### config.mk
export PLATFORM = sky130hd
export DESIGN_NAME = uart_deserialize
export DESIGN_NICKNAME = d
export VERILOG_FILES = /design/src/rtl/uart_deserialize.sv
export SDC_FILE = /design/constraint.sdc
export NUM_CORES = 1
export LEC_CHECK = 0
export CAP_MARGIN = 5
export CORE_MARGIN = 5
export CORE_UTILIZATION = 56
export CTS_BUF_LIST = sky130_fd_sc_hd__clkbuf_4 sky130_fd_sc_hd__clkbuf_8
export DETAILED_ROUTE_END_ITERATION = 7
export PLACE_DENSITY = 0.91
export SLEW_MARGIN = 40
export SYNTH_ARGS = -nofsm -noshare
export SYNTH_HDL_FRONTEND = slang
export SYNTH_SLANG_ARGS = --single-unit
### constraint.sdc
create_clock -name clock -period 2.7 [get_ports clock]
set_input_delay 0.405 -clock clock [delete_from_list [all_inputs] [get_ports clock]]
set_output_delay 0.405 -clock clock [all_outputs]
set_load 0.005 [all_outputs]
### src/rtl/uart_deserialize.sv
// UART receiver: oversampled start-bit detection, 3-sample majority voting
// per bit, even/odd parity and stop-bit checking, and a single-entry output
// holding register with read handshake and sticky overrun flag.
module uart_deserialize #(
    parameter int OVERSAMPLE = 16,
    parameter bit PARITY_ODD = 1'b0
) (
    input  logic        clock,
    input  logic        reset_n,
    input  logic        sample_tick,
    input  logic        rx,
    input  logic        read_ack,
    output logic [10:0] packet,
    output logic [7:0]  data,
    output logic        data_valid,
    output logic        parity_error,
    output logic        framing_error,
    output logic        overrun,
    output logic        busy
);

    localparam int CW = $clog2(OVERSAMPLE);
    localparam logic [CW-1:0] CNT_LAST = CW'(OVERSAMPLE - 1);
    localparam logic [CW-1:0] SAMP_A   = CW'(OVERSAMPLE / 2 - 1);
    localparam logic [CW-1:0] SAMP_B   = CW'(OVERSAMPLE / 2);
    localparam logic [CW-1:0] SAMP_C   = CW'(OVERSAMPLE / 2 + 1);

    typedef enum logic [2:0] {
        IDLE,
        START,
        DATA,
        PARITY,
        STOP
    } state_t;

    state_t          state_q;
    logic [CW-1:0]   cnt_q;
    logic [2:0]      bit_idx_q;
    logic [7:0]      shift_q;
    logic            par_q;
    logic            stop_q;
    logic [1:0]      samp_q;
    logic            rx_meta_q;
    logic            rx_s_q;
    logic            rx_prev_q;
    logic            done_q;

    logic [10:0]     packet_q;
    logic            data_valid_q;
    logic            parity_error_q;
    logic            framing_error_q;
    logic            overrun_q;

    logic            maj_d;
    logic            wrap_d;
    logic            decide_d;

    // Majority of the two stored mid-bit samples and the current one.
    assign maj_d    = (samp_q[0] & samp_q[1]) | (samp_q[0] & rx_s_q) | (samp_q[1] & rx_s_q);
    assign wrap_d   = (cnt_q == CNT_LAST);
    assign decide_d = (cnt_q == SAMP_C);

    // Two-flop synchronizer; flops idle high like the line itself.
    always_ff @(posedge clock or negedge reset_n) begin
        if (!reset_n) begin
            rx_meta_q <= 1'b1;
            rx_s_q    <= 1'b1;
        end else begin
            rx_meta_q <= rx;
            rx_s_q    <= rx_meta_q;
        end
    end

    // Receive FSM: advances only on sample ticks, decides each bit mid-bit.
    always_ff @(posedge clock or negedge reset_n) begin
        if (!reset_n) begin
            state_q   <= IDLE;
            cnt_q     <= '0;
            bit_idx_q <= 3'd0;
            shift_q   <= 8'd0;
            par_q     <= 1'b0;
            stop_q    <= 1'b0;
            samp_q    <= 2'b00;
            rx_prev_q <= 1'b1;
            done_q    <= 1'b0;
        end else begin
            done_q <= 1'b0;
            if (sample_tick) begin
                rx_prev_q <= rx_s_q;
                if (state_q == IDLE) begin
                    cnt_q <= '0;
                    if (rx_prev_q && !rx_s_q) begin
                        state_q <= START;
                    end
                end else begin
                    cnt_q <= wrap_d ? '0 : cnt_q + 1'b1;
                    if (cnt_q == SAMP_A) begin
                        samp_q[0] <= rx_s_q;
                    end
                    if (cnt_q == SAMP_B) begin
                        samp_q[1] <= rx_s_q;
                    end
                    case (state_q)
                        START: begin
                            if (decide_d && maj_d) begin
                                state_q <= IDLE;
                            end else if (wrap_d) begin
                                state_q   <= DATA;
                                bit_idx_q <= 3'd0;
                            end
                        end
                        DATA: begin
                            if (decide_d) begin
                                shift_q[bit_idx_q] <= maj_d;
                            end
                            if (wrap_d) begin
                                if (bit_idx_q == 3'd7) begin
                                    state_q <= PARITY;
                                end else begin
                                    bit_idx_q <= bit_idx_q + 3'd1;
                                end
                            end
                        end
                        PARITY: begin
                            if (decide_d) begin
                                par_q <= maj_d;
                            end
                            if (wrap_d) begin
                                state_q <= STOP;
                            end
                        end
                        STOP: begin
                            if (decide_d) begin
                                stop_q  <= maj_d;
                                done_q  <= 1'b1;
                                state_q <= IDLE;
                            end
                        end
                        default: state_q <= IDLE;
                    endcase
                end
            end
        end
    end

    // Output holding register: deliver, drop on overrun, or release on ack.
    always_ff @(posedge clock or negedge reset_n) begin
        if (!reset_n) begin
            packet_q        <= 11'd0;
            data_valid_q    <= 1'b0;
            parity_error_q  <= 1'b0;
            framing_error_q <= 1'b0;
            overrun_q       <= 1'b0;
        end else if (done_q) begin
            if (!data_valid_q || read_ack) begin
                packet_q        <= {stop_q, par_q, shift_q, 1'b0};
                parity_error_q  <= (^shift_q) ^ par_q ^ PARITY_ODD;
                framing_error_q <= !stop_q;
                data_valid_q    <= 1'b1;
            end else begin
                overrun_q <= 1'b1;
            end
        end else if (read_ack) begin
            data_valid_q <= 1'b0;
            overrun_q    <= 1'b0;
        end
    end

    assign packet        = packet_q;
    assign data          = packet_q[8:1];
    assign data_valid    = data_valid_q;
    assign parity_error  = parity_error_q;
    assign framing_error = framing_error_q;
    assign overrun       = overrun_q;
    assign busy          = (state_q != IDLE);

endmodule

==> out/qor.csv, run 1 <==
stage;metric;value;unit
drt;total wire length;3.337;mm
cts;Clock Sinks;40;
pwr;Lkg Pwr;1.073;nW
logic_synthesis;sequential area share after synthesis;51.15;%
drt;First-pass DRT Iterations;4;
worst_setup_path;CP required;2.30;ns
worst_setup_path;Reg-to-Reg Start;bit_idx_q[1]$_DFFE_PN0P_;
layout;FILL cells;253;
timing;Clock Skews;0.01800;ns
worst_setup_path;Buf+Inv Stages, Crit Path;2;
logic_synthesis;largest cells by area after synthesis;dfrtp_1, mux2_2, buf_4;
drt;vias per cell;5.338;
layout;antenna cells;0;
status;status;finished clean;
drt;via count;1265;
timing;Final Critical Period;2.193;ns
logic_synthesis;Netlist cell types;36;
logic_synthesis;Yosys top cell by area;dfrtp_1;
drt;Iteration-0 DRC Markers;27;
cts;Clock Latency Late Sink;0.35;ns
die;die area;4792;um2
hold_path;Hold Path Class;in -> async;
placed_design;Post-DP Area;2197;um2
global_route;Tot GR Track Use;15.01;%
worst_setup_path;Critical Path AT;1.79;ns
logic_synthesis;flop and latch count out of synthesis;40;
timing;Fin Setup TNS;0;ns
logic_synthesis;mean area per synthesized cell;11.56;um2
timing;RSZ-0062 raised after global routing;false;
logic_synthesis;syn nets;180;
global_route;Congestion Overflow GR;0;
layout;design area;2280;um2
die;I/O pin count;29;
worst_setup_path;Reg-to-Reg End;bit_idx_q[0]$_DFFE_PN0P_;
worst_setup_path;Max FO, Critical Path;10;
layout;nets;200;
layout;Final Util;67.78;%
worst_setup_path;CP cell instances;nor3_1 -> inv_1 -> clkdlybuf4s50_1;
placed_design;Final HPWL DP;2.487;mm
layout;layout cells sized above 1;21.99;%
worst_setup_path;delay-heaviest family, CP;buffers and inverters;
timing;Final period util;81.21;%
logic_synthesis;Cells after Synth;170;
timing;Least-Margin Pin Slew;0.5115;ns
global_route;vias in the first global route;1296;
cts;CTS max path bufs;2;
layout;commonest non-fill, non-tap cell in the layout;dfrtp_1;
global_route;first-pass GRT wire length;5.782;mm
logic_synthesis;Ys Warns;0;
worst_setup_path;R2R Setup Slk;0.68;ns
run;max_cap viols;0;
logic_synthesis;synthesized area;1964;um2
timing;Slew Limit Fails;0;
layout;final std cells w/o fill;237;
global_route;initial antenna violation count;0;
logic_synthesis;Synth top area share;47.13;%
cts;clk slew on worst S/H paths;0.12;ns
layout;most frequent cells in the layout;dfrtp_1, clkdlybuf4s50_1, mux2_2;
die;core box area;3363;um2
placed_design;Post-Place Cells;229;
layout;Area Growth Syn to Fin;16.05;%
timing;FMAX;456.0;MHz
placed_design;PortBufs;27;
global_route;largest net degree at the start of global routing;41;
placed_design;RePlAce Congestion;0.8868;
worst_setup_path;worst reg2reg path depth;6;
pwr;VDD IR max;355.9;uV
worst_setup_path;CP Class;reg -> out;
cts;Post-CTS Resized;0;
die;Initial Utilization;58.41;%
worst_setup_path;crit-path max cell delay;0.49;ns
cts;CTS tree;built;
timing;Max-slew headroom;65.82;%
timing;Setup violations, final;0;
die;Die H;69.23;um
worst_setup_path;Startpoint Class;flip-flop;
worst_setup_path;Slowest-stage cell, CP;dfrtp_1;
pwr;power density over cell area;613.1;nW/um2
drt;DRT antenna net count;0;
cts;Clock Root Buffer;clkbuf_4;
cts;Post CTS Setup Buffer Count;0;
cts;total CTS buffers;5;
die;Chip Width;69.23;um
die;FP Rows;21;
timing;final hold violations;0;
cts;Hold Buf Count CTS;0;
cts;H-tree depth;2;
drt;DRC;0;
drt;detailed-route wire length per cell;14.08;um
worst_setup_path;Worst Setup End Kind;output pin;
-- final cells by class --
type	count	area [um2]	area share, %
clock buffer	6	45.04	1.976
sequential	40	1005	44.07
tap	46	57.56	2.525
inverter	9	33.78	1.482
clock inverter	2	35.03	1.537
timing repair buffer	28	275.3	12.07
multi-input combinational	106	828.3	36.33
-- power breakdown --
part           internal [mW]  total, mW  switching, mW
sequential             0.666      0.749         0.0832
combinational          0.113      0.255          0.142
clock                  0.204      0.394          0.189
total                  0.983       1.40          0.415
-- through the flow --
step	hold WS (ns)	power, mW	setup WS, ns
3_5_place_dp	0.3472	1.015	0.5133
3_3_place_gp	0.3463	0.9860	0.5776
2_1_floorplan	0.1094	0.9338	0.8237
5_1_grt	0.03384	1.487	0.3396
4_1_cts	0.1706	1.411	0.5011
6_report	0.005744	1.398	0.5072
-- kinds of logic (layout without fill, tap and decap cells) --
family	count (synthesis)	in the layout	synth area share, %
multiplexers	27	27	15.35
AND/OR/NAND/NOR	44	44	12.68
buffers and inverters	24	45	6.688
other	1	1	0.1909
adder cells (fa/ha/maj)	6	6	3.694
XOR/XNOR	7	7	3.822
flip-flops	40	40	51.15
AO/OA/AOI/OAI	21	21	6.433
-- Yosys cell counts --
cell type / number
nand2_1: 10
clkbuf_1: 4
or3_1: 1
o21ai_0: 10
a21oi_1: 5
nand4b_1: 2
o41a_1: 1
or3b_4: 1
nor4_1: 1
mux2i_1: 2
or3b_2: 2
dfrtp_1: 37
a21o_1: 1
dfstp_2: 3
a31o_2: 1
and3_1: 2
o31ai_1: 2
xnor3_1: 1
ha_1: 5
mux2_1: 1
nand3_1: 6
conb_1: 1
mux2_2: 24
inv_1: 9
nor3_1: 10
maj3_1: 1
nor4b_1: 1
xnor2_1: 4
xor2_1: 2
buf_4: 11
or3_4: 1
and3b_1: 1
nand2b_1: 2
nor2_1: 3
nand3b_1: 1
a22o_1: 1
-- flip-flops by register name, indices dropped and copies added (netlist names), 2 cells and up --
signal / flops
shift_q: 8
samp_q: 2
cnt_q: 4
packet: 10
state_q: 3
bit_idx_q: 3
-- worst max-delay path by stage --
stage | from | to | slack, ns | depth (start not counted)
4_1_cts | state_q[0]$_DFFE_PN0P_ | busy | 0.50 | 3
5_1_grt | state_q[0]$_DFFE_PN0P_ | busy | 0.34 | 3
2_1_floorplan | bit_idx_q[1]$_DFFE_PN0P_ | bit_idx_q[0]$_DFFE_PN0P_ | 0.82 | 6
3_3_place_gp | sample_tick | shift_q[2]$_DFFE_PN0P_ | 0.58 | 5
6_report | state_q[0]$_DFFE_PN0P_ | busy | 0.51 | 3
3_5_place_dp | sample_tick | shift_q[0]$_DFFE_PN0P_ | 0.51 | 5
-- metal layers --
layer / track usage, % / routed length (um) / up-vias / part of all wire [%]
li1: - / - / 629 / -
met5: 0 / 0 / - / 0
met3: 4.928 / 198 / 5 / 5.9
met1: 17.73 / 1451 / 592 / 43
met4: 7.375 / 50 / 0 / 1.5
met2: 24.47 / 1637 / 39 / 49
Power figures use the tool's default switching activity.
==> run 2: changes to the inputs <==
clock period = 2.1 ns   (was 2.7 ns; I/O delays follow)
==> out/qor.csv, run 2 (same netlist as run 1, synthesis figures left out) <==
stage;metric;value;unit
cts;Post CTS Setup Buffer Count;0;
drt;via count;1336;
layout;Final Util;69.83;%
global_route;Congestion Overflow GR;0;
worst_setup_path;Slowest-stage cell, CP;or3_4;
global_route;largest net degree at the start of global routing;41;
timing;FMAX;500.5;MHz
worst_setup_path;crit-path max cell delay;0.45;ns
timing;RSZ-0062 raised after global routing;false;
pwr;internal power;1.327;mW
layout;layout cells sized above 1;24.49;%
timing;Final period util;95.14;%
placed_design;Post-DP Area;2227;um2
drt;First-pass DRT Iterations;4;
die;core box area;3363;um2
pwr;switching share of power;28.98;%
layout;Area Growth Syn to Fin;19.55;%
worst_setup_path;delay-heaviest family, CP;simple AND/OR/NAND/NOR gates;
pwr;power density over cell area;795.4;nW/um2
worst_setup_path;Reg-to-Reg Start;cnt_q[1]$_DFFE_PN0P_;
worst_setup_path;Reg-to-Reg End;shift_q[0]$_DFFE_PN0P_;
status;status;finished clean;
drt;detailed-route wire length per cell;14.52;um
worst_setup_path;Max FO, Critical Path;4;
layout;most frequent cells in the layout;dfrtp_1, clkdlybuf4s50_1, mux2_2, nand2_1, o21ai_0;
worst_setup_path;CP Class;reg -> reg;
pwr;Net Switching;541.3;uW
die;Die H;69.23;um
cts;CTS max path bufs;2;
global_route;Tot GR Track Use;15.90;%
pwr;clock share of power;29.5;%
worst_setup_path;worst reg2reg path depth;6;
cts;Clock Root Buffer;clkbuf_4;
cts;Clock Latency Late Sink;0.34;ns
die;Initial Utilization;58.41;%
pwr;combinational power share;19.0;%
drt;DRC;0;
drt;vias per cell;5.521;
cts;total CTS buffers;5;
worst_setup_path;Worst Setup End Kind;flip-flop;
pwr;VDD IR max;614.4;uV
drt;Iteration-0 DRC Markers;49;
cts;clk slew on worst S/H paths;0.11;ns
placed_design;PortBufs;27;
worst_setup_path;CP endpoint;shift_q[0]$_DFFE_PN0P_;
timing;Clock Skews;0.009783;ns
worst_setup_path;Buf+Inv Stages, Crit Path;1;
worst_setup_path;R2R Setup Slk;0.10;ns
placed_design;RePlAce Congestion;0.8868;
cts;H-tree depth;2;
die;I/O pin count;29;
layout;final std cells w/o fill;242;
timing;Setup WS post-layout;0.1020;ns
placed_design;worst slack, placed;-0.01754;ns
worst_setup_path;CP startpoint;cnt_q[1]$_DFFE_PN0P_;
hold_path;Hold Path Class;reg -> reg;
drt;DRT antenna net count;0;
die;die area;4792;um2
placed_design;Post-Place Cells;233;
layout;nets;205;
cts;Clock Sinks;40;
drt;total wire length;3.513;mm
worst_setup_path;CP required;2.34;ns
timing;Slew Limit Fails;0;
layout;design area;2349;um2
worst_setup_path;Critical Path AT;2.23;ns
timing;Final Critical Period;1.998;ns
layout;commonest non-fill, non-tap cell in the layout;dfrtp_1;
timing;Fin Setup TNS;0;ns
timing;Setup violations, final;0;
timing;final hold violations;0;
pwr;Seq pwr share;51.5;%
worst_setup_path;CP cell instances;inv_1 -> ha_1 -> nand4b_1 -> or3_4 -> nor3_1 -> mux2_2;
worst_setup_path;Startpoint Class;flip-flop;
layout;antenna cells;0;
global_route;initial antenna violation count;0;
die;Chip Width;69.23;um
run;max_cap viols;0;
pwr;Lkg Pwr;1.103;nW
die;FP Rows;21;
global_route;vias in the first global route;1397;
global_route;first-pass GRT wire length;6.175;mm
layout;max reg flops;10;
layout;FILL cells;254;
placed_design;Final HPWL DP;2.621;mm
worst_setup_path;WP depth;6;
cts;CTS tree;built;
-- run 2: cell types whose count changed in the layout (fill, tap and decap cells not counted), sizes merged --
cell	before	now
dlymetal6s2s	0	1
dlygate4sd3	0	1
clkinv	1	0
clkdlybuf4s50	26	25
clkbuf	6	7
buf	2	6
-- run 2: power groups by stage --
| stage | combinational, mW | clock (mW) | sequential, mW |
|---|---|---|---|
| 3_3_place_gp | 0.322 | 0 | 0.956 |
| 6_report | 0.355 | 0.551 | 0.962 |
| 5_1_grt | 0.397 | 0.617 | 0.974 |
| 2_1_floorplan | 0.261 | 0 | 0.940 |
| 3_5_place_dp | 0.350 | 0 | 0.968 |
| 4_1_cts | 0.361 | 0.576 | 0.957 |
-- run 2: worst min-delay path by stage --
stage                               endpoint           startpoint  depth (start not counted)
floorplan           bit_idx_q[0]$_DFFE_PN0P_              reset_n                          0
global placement            rx_s_q$_DFF_PN1_  rx_meta_q$_DFF_PN1_                          0
detailed placement          rx_s_q$_DFF_PN1_  rx_meta_q$_DFF_PN1_                          0
CTS                   data_valid$_DFFE_PN0P_              reset_n                          1
global route             rx_meta_q$_DFF_PN1_                   rx                          1
finish                      rx_s_q$_DFF_PN1_  rx_meta_q$_DFF_PN1_                          0
-- run 2: what timing repair did --
item,4_1_cts,5_1_grt
pin swaps,0,1
hold buffers,0,1
endpoints found under the hold margin,0,37
gates resized for setup,2,2
setup endpoints to repair,1,1
-- run 2: metal layers --
metal	global-route usage [%]	part of all wire, %	vias up
li1	-	-	636
met1	17.64	40	660
met2	27.12	55	40
met3	5.652	5.4	0
met4	7.375	0	0
met5	0	0	-
-- run 2: layout make-up --
cell class / instances / area [um2] / share of cell area (%)
clock buffers: 7 / 65.06 / 2.770
clock inverters: 1 / 30.03 / 1.279
inverters: 9 / 33.78 / 1.438
multi-input cells: 106 / 839.6 / 35.75
flip-flops and latches: 40 / 1005 / 42.78
well taps: 46 / 57.56 / 2.451
repair buffers: 33 / 317.8 / 13.53
-- run 2: through the flow --
stage / total power, mW / hold WS, ns
after detailed placement: 1.318 / 0.3468
after global placement: 1.278 / 0.3461
after CTS: 1.894 / 0.08639
after global routing: 1.987 / 0.3227
final: 1.868 / 0.3625
after floorplan: 1.201 / 0.01941
==> run 3: changes to the inputs <==
CTS_CLUSTER_SIZE = 20   (was not set)
==> results of run 3 <==
The final DEF is identical to that of run 2; final timing and power are the same.
==> patch 1 (settings of run 1) <==
The 5 states of `state_t` get a one-hot encoding in 5 bits.
--- a/src/rtl/uart_deserialize.sv
+++ b/src/rtl/uart_deserialize.sv
@@ -25,12 +25,12 @@
     localparam logic [CW-1:0] SAMP_B   = CW'(OVERSAMPLE / 2);
     localparam logic [CW-1:0] SAMP_C   = CW'(OVERSAMPLE / 2 + 1);
 
-    typedef enum logic [2:0] {
-        IDLE,
-        START,
-        DATA,
-        PARITY,
-        STOP
+    typedef enum logic [4:0] {
+        IDLE   = 5'b00001,
+        START  = 5'b00010,
+        DATA   = 5'b00100,
+        PARITY = 5'b01000,
+        STOP   = 5'b10000
     } state_t;
 
     state_t          state_q;
Function: same outputs for any inputs over 10 cycles, from zero or initial values and one cycle with reset_n low; not proved beyond that.
==> patch 1 against run 1 <==
- global-route usage rose by 0.23 points
- sequential cell count grew 2
- utilization decreased by 1.0 points
- worst setup slack got worse by 0.33 ns
- synthesized cell count increased by 5.3%
- register-to-register slack worse by 0.26 ns
- synthesized area grew 5.6%
- critical path depth grew 1
- final area rose by 6.4%
- power is 15% higher
- routed wire length up 4.3%
- critical path type unchanged
- largest cell class unchanged
- largest power group unchanged
==> patch 1: results (changes against run 1) <==
leak pwr 1.10 nW (+2.1%); TritonCTS Buffers 5 (unchanged); adder-cell share of the synthesized area 3.50% (-0.20 points); VDD IR max 0.000672 V (+89%); clock buffer depth 2 (unchanged); DRT met1 WL 1.51 mm (+3.7%); 1st-pass router iterations 6 (+2); Slew headroom 66.1% (+0.25 points); first-pass GRT wire length 6.09 mm (+5.2%); pre-CTS setup slack 0.474 ns (-0.0395 ns); met3 usage 3.84% (-1.1 points); Clock Skews 0.00519 ns (-0.0128 ns); asr flop ratio synth 100% (unchanged); met3 routed WL 247 um (+25%); crit-path leading delay family simple AND/OR/NAND/NOR gates; worst-path maximum fanout 6 (-4); syn nets 189 (+5.0%); filler cell count 263 (+4.0%); Largest register FFs 10 (unchanged); vias per cell 5.49 (+2.9%); gr usage total 15.2% (+0.23 points); Worst-Skew Late Latency 0.29 ns (-0.06 ns); final net count 212 (+6.0%); mean routed wirelength per cell 13.9 um (-1.5%); Slowest-stage cell, CP or3_1; vias in the first global route 1324 (+2.2%); Synth Instances 179 (+5.3%); mux cell area share after synthesis 15.0% (-0.33 points); switching share of power 32.9% (+3.2 points); Area after DPL 2330 um^2 (+6.0%); layout cell share with drive strength beyond 1 22.7% (+0.67 points); DP HPWL 2.50 mm (+0.62%); DR WL met2 1.64 mm (+0.24%); Post-Synth XOR/XNOR Area 3.80% (-0.022 points); status finished clean; largest cells by area after synthesis dfrtp_1 (46%), mux2_2 (13%), dfstp_2 (5.1%), buf_4 (3.3%), ha_1 (3.0%); crit path DAT 2.11 ns (+0.32 ns); total design power 1.61 mW (+15%); sequential area share after synthesis 50.9% (-0.24 points); pin count of the biggest net entering global routing 43 (+4.9%); Routability Congestion 0.805 (-9.3%); combinational power 426 uW (+67%); Power Sequential 771 uW (+2.9%); violation count after the first detailed-route iteration 74 (+170%); Clk pin slew, worst setup/hold paths 0.08 ns (-0.04 ns); Placed Cells 243 (+6.1%); grt met2 use 24.4% (-0.063 points); worst path bufs/invs 2 (unchanged); met1 GRT Util 19.2% (+1.5 points); post-synth cell types 40 (+11%); Via Count 1379 (+9.0%); Synth top cells by count dfrtp_1 (38), mux2_2 (24), nand2_1 (15); CTS root buffer clkbuf_8; CTS H-tree lvls 2 (unchanged); Synth Area in Compound Gates 7.84% (+1.4 points); PostCTS Resize Cnt 0 (unchanged)
[patch 1: layout make-up]
class	count	area, um^2	share of cell area (%)
sequential	42	1060	43.5
multi-input combinational	117	908	37.5
timing repair buffer	28	275	11.4
clock buffer	6	82.6	3.41
tap	48	60.1	2.48
inverter	8	30.0	1.24
clock inverter	2	12.5	0.516
[patch 1: path summary, 6_finish.rpt]
path                       cells past startpoint                   start  slack (ns)                     end
setup reg to reg                               7    cnt_q[1]$_DFFE_PN0P_        0.42  shift_q[6]$_DFFE_PN0P_
hold / removal                                 1                 reset_n        0.07    cnt_q[1]$_DFFE_PN0P_
setup / recovery                               4  state_q[4]$_DFFE_PN0P_        0.18                    busy
max in group asynchronous                      1                 reset_n        2.25        rx_s_q$_DFF_PN1_
min in group clock                             0     rx_meta_q$_DFF_PN1_        0.36        rx_s_q$_DFF_PN1_
hold reg to reg                                0     rx_meta_q$_DFF_PN1_        0.36        rx_s_q$_DFF_PN1_
==> patch 2 (config.mk and constraints of run 1) <==
Without the edit above. `OVERSAMPLE`: 16 -> 8.
--- a/src/rtl/uart_deserialize.sv
+++ b/src/rtl/uart_deserialize.sv
@@ -2,7 +2,7 @@
 // per bit, even/odd parity and stop-bit checking, and a single-entry output
 // holding register with read handshake and sticky overrun flag.
 module uart_deserialize #(
-    parameter int OVERSAMPLE = 16,
+    parameter int OVERSAMPLE = 8,
     parameter bit PARITY_ODD = 1'b0
 ) (
     input  logic        clock,
Formal check against the unedited RTL: not equivalent (Yosys sat finds a counterexample within 10 cycles, from zero or initial values and one cycle with reset_n low).
==> patch 2 against run 1 <==
- utilization up 0.16 points
- final cell count unchanged
- final area down 0.55%
- synthesized area down 1.6%
- worst setup slack worse by 0.38 ns
- routed wire length up 6.4%
- power up 11%
- sequential cell count down 1
- sequential share of layout area down 0.86 points
- clock power down 2%
- critical path type unchanged
- largest power group unchanged
==> patch 2: results (changes against run 1) <==
CTS H-tree lvls 2 (unchanged); postcts setup bufs 0 (unchanged); Synth top cells by count dfrtp_1 (36), mux2_2 (25), nand2_1 (14); crit path DAT 2.16 ns (+0.37 ns); gr usage total 17.7% (+2.7 points); asr flop ratio synth 100% (unchanged); Routability Congestion 0.820 (-7.5%); worst-path maximum fanout 10 (unchanged); quantity of I/O buffers inserted on ports 27 (unchanged); PostCTS Resize Cnt 0 (unchanged); HP Class reg2reg; Post-Layout Cell Count 237 (unchanged); sequential area share after synthesis 50.7% (-0.47 points); worst-margin pin slew 0.620 ns (+0.108 ns); antenna violations before repair 0 (unchanged); DP HPWL 2.68 mm (+7.7%); VDD IR max 0.000426 V (+20%); first-pass GRT wire length 6.02 mm (+4.2%); pin count of the biggest net entering global routing 40 (-2.4%); layout cell share with drive strength beyond 1 22.5% (+0.52 points); post-synth cell types 37 (+2.8%); n_diodes 0 (unchanged); status finished clean; pre-CTS setup slack 0.460 ns (-0.0535 ns); syn nets 179 (-0.56%); largest cells by area after synthesis dfrtp_1 (47%), mux2_2 (15%), ha_1 (4.5%), dfstp_2 (4.1%), buf_4 (3.5%); vias per cell 5.39 (+0.95%); clock buffer depth 2 (unchanged); TritonCTS Buffers 5 (unchanged); Clk pin slew, worst setup/hold paths 0.12 ns (about the same); Synth Instances 167 (-1.8%); Worst-Skew Late Latency 0.35 ns (about the same); YS warnings 0 (unchanged); final net count 202 (+1.0%); violation count after the first detailed-route iteration 38 (+41%); vias in the first global route 1307 (+0.85%); Clock Skews 0.0101 ns (-0.00793 ns); Placed Cells 229 (unchanged); 1st-pass router iterations 4 (unchanged); number of hold violations in the final report 0 (unchanged); CTS root buffer clkbuf_4; Largest register FFs 10 (unchanged); leak pwr 1.07 nW (-0.54%); mean routed wirelength per cell 15.0 um (+6.4%)
[patch 2: worst paths after layout]
path,start,end,slack (ns),cells past startpoint
worst max-delay path,state_q[0]$_DFFE_PN0P_,busy,0.13,3
worst min-delay path,rx_meta_q$_DFF_PN1_,rx_s_q$_DFF_PN1_,0.37,0
worst max register to register,state_q[0]$_DFFE_PN0P_,state_q[2]$_DFFE_PN0P_,0.46,5
worst min register to register,rx_meta_q$_DFF_PN1_,rx_s_q$_DFF_PN1_,0.37,0
max in group asynchronous,reset_n,rx_meta_q$_DFF_PN1_,1.87,2
min in group asynchronous,reset_n,bit_idx_q[0]$_DFFE_PN0P_,0.48,2
[patch 2: cell type report]
type	count	area, um^2
fill	255	1070
sequential	39	980
multi-input combinational	107	833
timing repair buffer	29	285
tap	46	57.6
clock inverter	3	43.8
clock buffer	5	37.5
inverter	8	30.0
[patch 2: logic make-up (layout without fill, tap and decap cells)]
| family | Yosys count | after routing | synth area share [%] |
|---|---|---|---|
| compound gates | 16 | 16 | 5.57 |
| buf+inv | 21 | 45 | 6.21 |
| xor+xnor | 7 | 7 | 3.88 |
| other cells | 1 | 1 | 0.194 |
| mux | 28 | 28 | 16.1 |
| simple gates | 47 | 47 | 12.3 |
| fa+ha+maj | 8 | 8 | 5.05 |
| flops | 39 | 39 | 50.7 |
[patch 2: power by group]
| part | internal [mW] | leakage [nW] | total [mW] | switching (mW) |
|---|---|---|---|---|
| clock | 0.195 | 0.0452 | 0.385 | 0.190 |
| combinational | 0.185 | 0.507 | 0.406 | 0.221 |
| sequential | 0.663 | 0.515 | 0.762 | 0.0987 |
[patch 2: worst max-delay path: stages, from the launching register on]
cell and delay (ns):
dfrtp_1 0.50, nor3_1 0.58, inv_1 0.24, clkdlybuf4s50_1 0.50
[patch 2: per-layer routing]
layer | wire length [um] | vias up | track usage (%)
met5 | 0 | - | 0
met2 | 1830 | 43 | 30.9
li1 | - | 610 | -
met3 | 190 | 13 | 5.02
met1 | 1430 | 611 | 19.4
met4 | 97 | 0 | 9.73
[patch 2: through the flow]
| stage | hold slack (ns) | cell area (um^2) |
|---|---|---|
| 3_5_place_dp | 0.351 | 2190 |
| 5_1_grt | 0.374 | 2270 |
| 6_report | 0.368 | 2270 |
| 3_3_place_gp | 0.347 | 2190 |
| 4_1_cts | 0.369 | 2270 |
| 2_1_floorplan | 0.109 | 1930 |
